### src/rtl/phase_unwrap.sv
// Phase unwrapper: turns a stream of wrapped Q3.13 angles into a continuous phase accumulator.
// Optional build macro PHASE_UNWRAP_DELTA_EN enables the registered source_delta output.
module phase_unwrap #(
  parameter int PHASE_WIDTH = 32
) (
  input  logic                          clk,
  input  logic                          reset,
  input  logic                          clear,
  input  logic                          sink_valid,
  input  logic signed [15:0]            sink,
  output logic                          source_valid,
  output logic signed [PHASE_WIDTH-1:0] source_phase,
  output logic signed [15:0]            source_delta
);

  typedef enum logic {PRIME = 1'b0, RUN = 1'b1} state_t;

  localparam logic signed [16:0] PI     = 17'sd25736;
  localparam logic signed [16:0] TWO_PI = 17'sd51472;

  // Fold a raw difference back into [-pi, pi]; exactly +/-pi is left alone.
  function automatic logic signed [16:0] wrap_fix(input logic signed [16:0] d);
    if (d > PI)
      return d - TWO_PI;
    else if (d < -PI)
      return d + TWO_PI;
    else
      return d;
  endfunction

  state_t                         state_q, state_d;
  logic signed [15:0]             prev_q, prev_d;
  logic signed [PHASE_WIDTH-1:0]  acc_q, acc_d;
  logic                           vld_q, vld_d;
  logic signed [16:0]             d_raw, d_fix;

  assign d_raw = 17'(sink) - 17'(prev_q);
  assign d_fix = wrap_fix(d_raw);

`ifdef PHASE_UNWRAP_DELTA_EN
  logic signed [15:0] delta_q, delta_d;
`endif

  always_comb begin
    state_d = state_q;
    prev_d  = prev_q;
    acc_d   = acc_q;
    vld_d   = 1'b0;
`ifdef PHASE_UNWRAP_DELTA_EN
    delta_d = delta_q;
`endif
    if (sink_valid) begin
      vld_d   = 1'b1;
      prev_d  = sink;
      state_d = RUN;
      // A clear arriving with a sample re-primes on that very sample.
      if (clear || state_q == PRIME) begin
        acc_d = PHASE_WIDTH'(sink);
`ifdef PHASE_UNWRAP_DELTA_EN
        delta_d = '0;
`endif
      end else begin
        acc_d = acc_q + PHASE_WIDTH'(d_fix);
`ifdef PHASE_UNWRAP_DELTA_EN
        delta_d = d_fix[15:0];
`endif
      end
    end else if (clear) begin
      state_d = PRIME;
    end
  end

  always_ff @(posedge clk) begin
    if (reset) begin
      state_q <= PRIME;
      prev_q  <= '0;
      acc_q   <= '0;
      vld_q   <= 1'b0;
`ifdef PHASE_UNWRAP_DELTA_EN
      delta_q <= '0;
`endif
    end else begin
      state_q <= state_d;
      prev_q  <= prev_d;
      acc_q   <= acc_d;
      vld_q   <= vld_d;
`ifdef PHASE_UNWRAP_DELTA_EN
      delta_q <= delta_d;
`endif
    end
  end

  assign source_valid = vld_q;
  assign source_phase = acc_q;
`ifdef PHASE_UNWRAP_DELTA_EN
  assign source_delta = delta_q;
`else
  assign source_delta = '0;
`endif

endmodule

### config.mk
export PLATFORM = sky130hd
export DESIGN_NAME = phase_unwrap
export DESIGN_NICKNAME = d
export VERILOG_FILES = /design/src/rtl/phase_unwrap.sv
export SDC_FILE = /design/constraint.sdc
export NUM_CORES = 1
export LEC_CHECK = 0
export ABC_CLOCK_PERIOD_IN_PS = 8850
export BUFFER_PORTS_ARGS = -buffer_cell sky130_fd_sc_hd__buf_2
export CAP_MARGIN = 20
export CORE_UTILIZATION = 60
export DETAILED_ROUTE_END_ITERATION = 7
export GPL_TIMING_DRIVEN = 1
export PLACE_DENSITY = 0.83
export SLEW_MARGIN = 20
export SYNTH_ARGS = -nofsm -noshare
export SYNTH_HDL_FRONTEND = slang
export SYNTH_SLANG_ARGS = --single-unit
### constraint.sdc
create_clock -name clk -period 8.85 [get_ports clk]
set_input_delay 1.3275 -clock clk [delete_from_list [all_inputs] [get_ports clk]]
set_output_delay 1.3275 -clock clk [all_outputs]
set_load 0.01 [all_outputs]
==> key figures <==
Final layout
  – N_diodes: 0
  – Nets@finish: a little under 800
  – Commonest non-fill, non-tap cell in the layout: nor2_1
  – Layout cells sized above 1: 11.7%
  – Commonest non-fill, non-tap cells in the layout: 82 x nor2_1, 61 x nand2_1, 59 x a21oi_1
  – Fill cells: 721
  – Area added between synthesis and finish: 5.70%

Die
  – Chip Width: 94.9 um
  – Initial Utilization: approximately 62%
  – Boundary Pins: 69
  – Core ar.: 8300 um^2
  – Die span in y: 94.9 um
  – Area of the die: 9010 um^2
  – Rows: 33

Power and ir drop
  – Pwr Density: 219 nW/um^2
  – Leak: approximately 2.6 nW
  – Final Total Pwr: roughly 1.2 mW
  – VDD IR max: approximately 110 uV

STA
  – Pins Over Slew Limit: 0
  – Min Tclk post-route: 7.48 ns
  – Setup_tns: 0 ns
  – Tcrit/Tclk final: 84.5%
  – Final Hold Fails: 0
  – Max-slew headroom: 34.0%
  – Final Setup Violations: 0
  – Clock Skew: 0.0100 ns
  – RSZ-0062 raised after global routing: no
  – Worst-Margin Slew: 0.990 ns
  – Fmax: 134 MHz

Clock network
  – Maximum buffer depth of the clock tree: 2
  – Worst-Skew Late Latency: just over 0.3 ns
  – # hold bufs at CTS: 0
  – CTS root buffer: clkbuf_8
  – # resized after CTS: 0
  – CTS tree: done
  – Clock slew at reported path FFs: 0.10 ns
  – CTS H-tree depth: 2
  – Setup Buffers After CTS: 0
  – Clock sinks: 50
  – CTS buffer count: 5

Synth
  – Post-Syn Area: 5180 um^2
  – Synth warn: 0
  – Top_reg_cell synth: dfxtp_1
  – Synth cell types: 72
  – Post-synthesis sequential area ratio: 19.3%
  – Synth area leaders: dfxtp_1 19%, ha_1 13%, nor2_1 5.9%
  – Async S/R FF share, synth: 0%
  – Synth top area share: 19.3%
  – Yosys top cell by area: dfxtp_1
  – Syn avg cell area: roughly 7.6 um^2
  – EDFF count, synth: 0
  – Seq cells post-synth: 50
  – Synth Instances: 679

Critical path
  – Most common cell on crit path: a21oi_1
  – Critical Path Fanout Max: 15
  – Crit path max-delay family: compound AO/OA/AOI/OAI gates
  – Startpoint types: input pin
  – Worst path max stage delay: 0.80 ns
  – Worst path arrival time: between 7 and 8 ns
  – Worst Setup End Kind: flop
  – Critical setup path kind: in -> reg
  – CP bufs+invs: 2
  – Slowest stage cell, crit path: a21oi_1
  – Worst EP required: around 9.1 ns

Global route
  – Number of global-route vias before repair: around 4.4k
  – First-pass GRT wire length: ~20000 um
  – Total gr overflow: 0
  – Initial antenna violation count: 0
  – Largest net degree at the start of global routing: 69
  – Total track usage: 27.6%

Routing
  – Initial DRT Pass Iterations: 5
  – DRT antenna net count: 0
  – Detailed Route WL: approximately 12000 um
  – DR iter-0 viols: 223
  – Post-route DRC violation count: 0
  – Vias per inst: 5.98
  – Wirelength per Cell: 15.1 um
  – Vias: 4878

Job
  – Maxcap violations: 0

Status
  – Status: finished, final reports clean

Hold path
  – Hold Path Class: reg -> reg

Placement
  – HPWL after DPL: 9270 um
  – I/O Buffers: 52
  – RePlAce Congestion: 0.893
==> stage by stage <==
step / hold slack, ns / cell area (um^2) / worst slack, ns / cells / util [%]
finish: 0.499 / 5480 / 1.37 / 816 / 66.0
global placement: 0.473 / 5360 / 1.35 / 809 / 64.6
global route: 0.517 / 5480 / 0.836 / 816 / 66.0
floorplan: 0.460 / 5240 / 2.25 / 694 / -
detailed placement: 0.483 / 5360 / 1.12 / 809 / 64.6
CTS: 0.504 / 5480 / 1.42 / 816 / 66.0
==> tightest hold or removal path, stage by stage, from the launching register on <==
cell and delay (ns):
dfxtp_1 0.34, mux2i_1 0.06, nor2_1 0.07
==> cells in the mapped netlist, types with 5 or more instances <==
cell type  number
a211o_1         6
a21o_1         26
a21oi_1        59
a22oi_1         5
a311oi_1       14
buf_1           5
buf_4          18
clkbuf_1       15
dfxtp_1        50
ha_1           53
inv_1          36
mux2i_1        19
nand2_1        61
nand2b_1       11
nand3_1        14
nand4_1         6
nor2_1         82
nor2b_1        10
nor3_1         19
o21a_1          9
o21ai_0        24
o21bai_1        5
o31ai_1         5
xnor2_1        35
xor2_1         14
==> flip-flops by register name, summed over array words and instances, names as in the netlist <==
| register | flops |
|---|---|
| prev_q | 16 |
| source_phase | 32 |
| state_q | 1 |
| source_valid | 1 |
==> per-layer routing <==
| layer | routed length [um] | global-route usage [%] | share of wire (%) |
|---|---|---|---|
| met5 | 0 | 0 | 0 |
| met2 | 6120 | 49.5 | 50 |
| met3 | 447 | 3.46 | 3.6 |
| met4 | 227 | 9.09 | 1.8 |
| met1 | 5510 | 33.7 | 45 |
==> final timing paths <==
| check | start | to | slack [ns] | cells after the start |
|---|---|---|---|---|
| hold reg to reg | prev_q[11]$_SDFFE_PP0P_ | prev_q[11]$_SDFFE_PP0P_ | 0.50 | 2 |
| setup / recovery | sink[0] | source_phase[24]$_SDFFE_PP0P_ | 1.37 | 27 |
| hold / removal | prev_q[11]$_SDFFE_PP0P_ | prev_q[11]$_SDFFE_PP0P_ | 0.50 | 2 |
| setup reg to reg | prev_q[0]$_SDFFE_PP0P_ | source_phase[24]$_SDFFE_PP0P_ | 2.21 | 25 |
==> power breakdown <==
| part | switching [mW] | total, mW | internal (mW) |
|---|---|---|---|
| Clock | 0.0815 | 0.172 | 0.0907 |
| Sequential | 0.0143 | 0.258 | 0.243 |
| Combinational | 0.448 | 0.772 | 0.324 |
==> final cells by class <==
type	instances	area, um^2	area share (%)
tap	105	131	2.40
multi-input combinational	564	3820	69.8
timing repair buffer	54	275	5.03
clock buffer	6	82.6	1.51
sequential	50	1000	18.3
inverter	36	135	2.47
clock inverter	1	30.0	0.548
==> cells by family after synthesis <==
kind of cell / after synthesis / synth area share [%]
and+or+nand+nor: 225 / 20.0
AOI/OAI and AO/OA: 199 / 26.5
buffers and inverters: 80 / 8.07
adders and majority gates: 55 / 13.6
xor gates and xnor gates: 50 / 8.82
DFF: 50 / 19.3
muxes: 19 / 3.67
other: 1 / 0.0724
Power figures use the tool's default switching activity.
